--- src/rtl/exc_vector_fetch.sv ---
// ---------------------------------------------------------------------------
// exc_vector_fetch
// Multi-cycle exception sequencer. When an exception cause is sampled in
// IDLE it does the following:
//   - saves EPC (pc_current - PC_ADJUST);
//   - points the memory address mux at vector 253/254/255;
//   - waits MEM_LAT cycles for the read data;
//   - captures the handler byte;
//   - commits it, zero-extended, to PC.
//
// Ports
//   clk          in   system clock, rising edge
//   reset        in   asynchronous active-high reset
//   exc_opcode   in   invalid-opcode request (level, highest priority)
//   exc_overflow in   overflow request (level)
//   exc_divzero  in   divide-by-zero request (level, lowest priority)
//   pc_current   in   current PC register value
//   mem_rdata    in   memory read data, handler address in [7:0]
//   iord_sel     out  address mux select: 000 PC, 001/010/011 vectors
//   epc_wr       out  EPC write strobe
//   epc_value    out  value for EPC
//   pc_wr        out  PC write strobe
//   pc_value     out  handler address, zero-extended
//   cause        out  latched cause: 00 none, 01 opcode, 10 ovf, 11 divzero
//   busy         out  sequence in progress
//   exc_lost     out  sticky: a request arrived while not idle
// ---------------------------------------------------------------------------
module exc_vector_fetch #(
    parameter int unsigned MEM_LAT   = 2,
    parameter logic [31:0] PC_ADJUST = 32'd4
) (
    input  logic        clk,
    input  logic        reset,
    input  logic        exc_opcode,
    input  logic        exc_overflow,
    input  logic        exc_divzero,
    input  logic [31:0] pc_current,
    input  logic [31:0] mem_rdata,
    output logic [2:0]  iord_sel,
    output logic        epc_wr,
    output logic [31:0] epc_value,
    output logic        pc_wr,
    output logic [31:0] pc_value,
    output logic [1:0]  cause,
    output logic        busy,
    output logic        exc_lost
);

    localparam int unsigned CNT_W = 4;
    localparam int unsigned ST_W  = 2;

    localparam logic [ST_W-1:0] S_IDLE    = 2'd0;
    localparam logic [ST_W-1:0] S_FETCH   = 2'd1;
    localparam logic [ST_W-1:0] S_CAPTURE = 2'd2;
    localparam logic [ST_W-1:0] S_COMMIT  = 2'd3;

    localparam logic [CNT_W-1:0] LAT_LOAD = CNT_W'(MEM_LAT);
    localparam logic [CNT_W-1:0] CNT_ONE  = CNT_W'(1);

    logic [ST_W-1:0]  state_q,    state_d;
    logic [CNT_W-1:0] cnt_q,      cnt_d;
    logic [1:0]       cause_q,    cause_d;
    logic [31:0]      epc_q,      epc_d;
    logic [31:0]      pcv_q,      pcv_d;
    logic [2:0]       iord_q,     iord_d;
    logic             epc_wr_q,   epc_wr_d;
    logic             pc_wr_q,    pc_wr_d;
    logic             busy_q,     busy_d;
    logic             lost_q,     lost_d;

    logic             req_any_c;
    logic [1:0]       req_code_c;

    // Only the low byte of the read data carries the handler address.
    logic             unused_rdata_hi;
    assign unused_rdata_hi = ^mem_rdata[31:8];

    // Fixed-priority cause encoder: opcode > overflow > divzero.
    always_comb begin
        req_any_c  = exc_opcode | exc_overflow | exc_divzero;
        req_code_c = 2'b00;
        if (exc_opcode) begin
            req_code_c = 2'b01;
        end else if (exc_overflow) begin
            req_code_c = 2'b10;
        end else if (exc_divzero) begin
            req_code_c = 2'b11;
        end
    end

    // Next-state and next-output logic.
    always_comb begin
        state_d  = state_q;
        cnt_d    = cnt_q;
        cause_d  = cause_q;
        epc_d    = epc_q;
        pcv_d    = pcv_q;
        lost_d   = lost_q;
        iord_d   = 3'b000;
        epc_wr_d = 1'b0;
        pc_wr_d  = 1'b0;
        busy_d   = 1'b0;

        case (state_q)
            S_IDLE: begin
                if (req_any_c) begin
                    cause_d = req_code_c;
                    epc_d   = pc_current - PC_ADJUST;
                    cnt_d   = LAT_LOAD;
                    state_d = S_FETCH;
                end
            end
            S_FETCH: begin
                // Counter holds the remaining FETCH cycles, including this one.
                if (cnt_q <= CNT_ONE) begin
                    state_d = S_CAPTURE;
                end else begin
                    cnt_d = cnt_q - CNT_ONE;
                end
            end
            S_CAPTURE: begin
                pcv_d   = {24'b0, mem_rdata[7:0]};
                state_d = S_COMMIT;
            end
            S_COMMIT: begin
                state_d = S_IDLE;
            end
            default: begin
                state_d = S_IDLE;
            end
        endcase

        // Requests are never queued while a sequence runs; just flag them.
        if ((state_q != S_IDLE) && req_any_c) begin
            lost_d = 1'b1;
        end

        // Outputs are registered, so they are decoded from the next state.
        if ((state_d == S_FETCH) || (state_d == S_CAPTURE)) begin
            iord_d = {1'b0, cause_d};
        end
        epc_wr_d = (state_q == S_IDLE) && (state_d == S_FETCH);
        pc_wr_d  = (state_d == S_COMMIT);
        busy_d   = (state_d != S_IDLE);
    end

    // State and output registers.
    always_ff @(posedge clk or posedge reset) begin
        if (reset) begin
            state_q  <= S_IDLE;
            cnt_q    <= '0;
            cause_q  <= 2'b00;
            epc_q    <= '0;
            pcv_q    <= '0;
            iord_q   <= 3'b000;
            epc_wr_q <= 1'b0;
            pc_wr_q  <= 1'b0;
            busy_q   <= 1'b0;
            lost_q   <= 1'b0;
        end else begin
            state_q  <= state_d;
            cnt_q    <= cnt_d;
            cause_q  <= cause_d;
            epc_q    <= epc_d;
            pcv_q    <= pcv_d;
            iord_q   <= iord_d;
            epc_wr_q <= epc_wr_d;
            pc_wr_q  <= pc_wr_d;
            busy_q   <= busy_d;
            lost_q   <= lost_d;
        end
    end

    assign iord_sel  = iord_q;
    assign epc_wr    = epc_wr_q;
    assign epc_value = epc_q;
    assign pc_wr     = pc_wr_q;
    assign pc_value  = pcv_q;
    assign cause     = cause_q;
    assign busy      = busy_q;
    assign exc_lost  = lost_q;

endmodule

--- config.mk ---
export PLATFORM = sky130hd
export DESIGN_NAME = exc_vector_fetch
export DESIGN_NICKNAME = d
export VERILOG_FILES = /design/src/rtl/exc_vector_fetch.sv
export SDC_FILE = /design/constraint.sdc
export NUM_CORES = 1
export LEC_CHECK = 0
export ABC_CLOCK_PERIOD_IN_PS = 3350
export BUFFER_PORTS_ARGS = -buffer_cell sky130_fd_sc_hd__buf_2
export CAP_MARGIN = 20
export CORE_AREA = 2 2 84 86
export DETAILED_ROUTE_END_ITERATION = 10
export DIE_AREA = 0 0 86 88
export PLACE_DENSITY = 0.86
export SETUP_SLACK_MARGIN = 0.2
export SYNTH_ARGS = -nofsm -noshare
export SYNTH_HDL_FRONTEND = slang
export SYNTH_SLANG_ARGS = --single-unit
--- constraint.sdc ---
create_clock -name clk -period 3.35 [get_ports clk]
set_clock_uncertainty 0.2 [all_clocks]
set_input_delay 0.335 -clock clk [delete_from_list [all_inputs] [get_ports clk]]
set_output_delay 0.335 -clock clk [all_outputs]
set_load 0.03 [all_outputs]
# Word-level counts from Yosys, hierarchy flattened
# Index checks and enable logic that the tools add are counted.
# W data, S select, Z words.
# totals
ff_bits,55
input_bits,69
output_inout_bits,73
# classes
muxes,12
bitwise_logic,2
eq_ne,8
addsub,2
reduce_logical,9
magnitude_cmp,1
# ops
op,count
$sub A32 B3 Y32 const B,1
$mux W2,8
$eq A2 B2 Y1 const B,4
$mux W4,2
$pmux W2 S4,1
$pmux W4 S2,1
$reduce_bool A2 Y1,3
$eq A2 B1 Y1 const B,2
$le A4 B1 Y1 const B,1
$ne A2 B2 Y1 const B,2
$sub A4 B1 Y4 const B,1
$reduce_and A3 Y1,1
$logic_and A1 B1 Y1,2
$logic_not A2 Y1,1
$or A1 B1 Y1,2
$reduce_and A2 Y1,1
$logic_or A1 B1 Y1,1

# Longest topological paths before layout
# depth
depth_word,7
ltp_mapped,8
ltp_nobuf,8

# Least setup slack after synthesis
# Ideal clock, no wire load.
# synth_path
path_kind,input to register
from,input port pc_current[2]
to,register epc_q[16] (netlist: epc_value[16])
path_slack_ps,1034
required_time_ps,3068
path_buffers,0
arrival_ps,2034
setup_time_ps,82
path_stages,6
path_cell_list,inv_1 ha_1 or3b_4 or4b_4 or4_1 a31oi_1
# synth_between
elab_chain_cells,1
# synth_rtl
element,line,text
start: declaration,37,"input logic [31:0] pc_current,"
$sub A32 B3 Y32,108,epc_d = pc_current - PC_ADJUST;
end signal: assignment,164,epc_q <= epc_d;
end: declaration,63,"logic [31:0] epc_q, epc_d;"
# No other way between the ends.
# A chain may end at the register's enable or synchronous reset.

# Worst setup path in the final report
# layout_path
from,input port pc_current[2]
to,register epc_q[28] (netlist: epc_value[28])
# Same word-level chain as after synthesis.

==> metrics.yaml <==
setup_path:
  r2r.worst_path.cells: 8
  start_kind: "primary input"
  crit_type: "in -> reg"
  cp-end-kind: "flop"
  crit_fanout: 15
  cp.arrival_ns: 2.37
  crit_required_ns: 3.37
layout:
  drive_above_1_share_pct: 27.4
  area_delta_synth_final_pct: 19.4
  fill_cells: 650
  diodes: 0
  most-common-layout-cells: "92 x buf_2, 54 x dfrtp_1, 48 x nand2_1"
  postLayoutCoreUtil_pct: 52.7
  nets: 491
  final_common_cell: "buf_2"
logic_synthesis:
  postSynthCellCount: 324
  synthAdderAreaFrac_pct: 2.56
  postSynth.asyncResetShare_pct: 100
  synth-simple-area-share_pct: 25.6
  synthesis.area_mm2: 0.00293
  yosys_most_used_dff: "dfrtp_1"
  synth_top_family_by_area: "simple AND/OR/NAND/NOR gates"
  synth_warnings: 0
  synth_edf_count: 0
  synthDistinctLibCells: 39
  synth_compound_area_share_pct: 13.1
  synthMuxAreaShare_pct: 0
  yosysSeqAreaShare_pct: 46.1
  synth_xor_area_share_pct: 3.58
  avgSynthCellArea_um2: 9.05
  ys_seq_elements: 54
hold_path:
  hold_path_class: "in -> reg"
  hold_depth: 3
sta:
  setup_viol: 0
  worstMarginPinSlew_ns: 0.925
  max_freq_mhz: 426
  min_period_ns: 2.35
  rsz0062_at_grt: "no"
  hold_violations: 0
  relSlewSlack_pct: 37.9
  min_period_over_period_pct: 70.1
  tns_ns: 0
  slew_viol_final: 0
place:
  finalWeightedCongestion: 0.819
  dp_hpwl_mm: 4.98
  port_buffers: 92
status:
  status: "finished, final reports clean"
pwr:
  power_density_mw_per_mm2: 878
  p_leak_uw: 0.00162
  ir_drop_mv: 0.479
clock_tree:
  post_cts_buffers: 0
  clockBufferDepth: 2
  cts_root_buf: "clkbuf_8"
  htreeDepth: 2
  clk_pin_slew_ns: 0.09
  hold_buffers: 1
  cts_buffers: 5
  cts.sinks: 54
  cts_resized: 0
  cts_tree: "done"
  clkLatencyLatePin_ns: 0.30
route:
  viasPerCell: 5.27
  routed_wirelength_mm: 6.65
  ant_nets: 0
  drt-pass1-iter-count: 4
  vias: 2613
  wire_per_inst_um: 13.4
  drc: 0
  drt_iter0_drc: 100
die:
  die_h_um: 88
  fp.dieW_um: 86
  die-area_mm2: 0.00757
  start_util_pct: 44.1
  core-area_mm2: 0.00664
  pin_count: 142
  rows: 30
global_route:
  grt_pass1_vias: 2374
  grt_start_max_net_pins: 37
  antenna_found_initial: 0
  grt_pass1_wl_mm: 10.9
  grt_use_total_pct: 17.9
  grt-ovfl-total: 0
flow_run:
  drv_cap: 0
[critical path, cell delays in order]
cell and delay (ns):
buf_2 0.13, inv_1 0.06, ha_1 0.22, or3b_4 0.43, or2_1 0.43, or4_1 0.58, a31oi_1 0.19
[per-stage QoR]
stage               instances  total power (uW)  setup WS (ns)  hold WS, ns  instance area [um^2]
finish                    496              3080           1.00       0.0211                  3500
detailed placement        488              2750          0.695        0.174                  3410
global placement          487              2700          0.802        0.252                  3390
floorplan                 348              2280           1.03        0.231                  3020
global route              496              3320          0.880      0.00167                  3500
CTS                       496              3110           1.02      0.00608                  3500
[area by class of cell]
class | count | area, um^2 | share of cell area (%)
repair buffers | 98 | 520 | 14.9
flip-flops and latches | 54 | 1350 | 38.6
well taps | 80 | 100 | 2.86
multi-input cells | 249 | 1420 | 40.4
inverters | 8 | 30.0 | 0.858
clock buffers | 5 | 68.8 | 1.97
clock inverters | 2 | 15.0 | 0.429
[worst paths after layout]
kind	from	endpoint	slack, ns
setup / recovery	pc_current[2]	epc_value[28]$_DFFE_PP0P_	1.00
min in group asynchronous	reset	epc_value[30]$_DFFE_PP0P_	0.38
hold / removal	pc_current[0]	epc_value[0]$_DFFE_PP0P_	0.02
hold reg to reg	pc_value[5]$_DFFE_PP0N_	pc_value[5]$_DFFE_PP0N_	0.28
setup reg to reg	cnt_q[0]$_DFFE_PP0P_	iord_sel[0]$_DFF_PP0_	1.10
max in group asynchronous	reset	cnt_q[2]$_DFFE_PP0P_	2.04
[cells in the mapped netlist, types with 8 or more instances]
cell type  instances  area, um^2
a31oi_1           16         100
buf_4             25         188
clkbuf_1          12        45.0
dfrtp_1           54        1350
inv_1              8        30.0
nand2_1           48         180
nor2_1            28         105
nor3_1            15        75.1
o21ai_0           15        75.1
o31ai_1           12        90.1
or4_1             12        90.1
[sequential cells by signal, indices dropped and copies added (netlist names)]
name	count
pc_value	8
epc_value	32
cause	2
state_q	2
iord_sel	2
busy	1
pc_wr	1
epc_wr	1
cnt_q	4
exc_lost	1
[kinds of logic (layout without fill, tap and decap cells)]
| logic type | Yosys count | in the layout |
|---|---|---|
| other | 1 | 25 |
| AO/OA/AOI/OAI | 59 | 59 |
| flip-flops | 54 | 54 |
| buffers and inverters | 45 | 113 |
| AND/OR/NAND/NOR | 147 | 147 |
| adder cells (fa/ha/maj) | 6 | 6 |
| XOR/XNOR | 12 | 12 |
[power by group]
group          total (uW)  internal [uW]  switching, uW  leakage [uW]
Clock                 353            143            210     0.0000362
Sequential           1120            958            162      0.000637
Combinational        1600            476           1130      0.000944
Total                3080           1580           1500       0.00162
[per-layer routing]
metal  track usage, %  up-vias  wire length, um
li1                 -     1284                -
met1             22.9     1228             2970
met2             30.9       93             3230
met3             3.20        8              377
met4             5.77        0               72
met5                0        -                0
No activity file was read; power rests on OpenSTA's default activity.
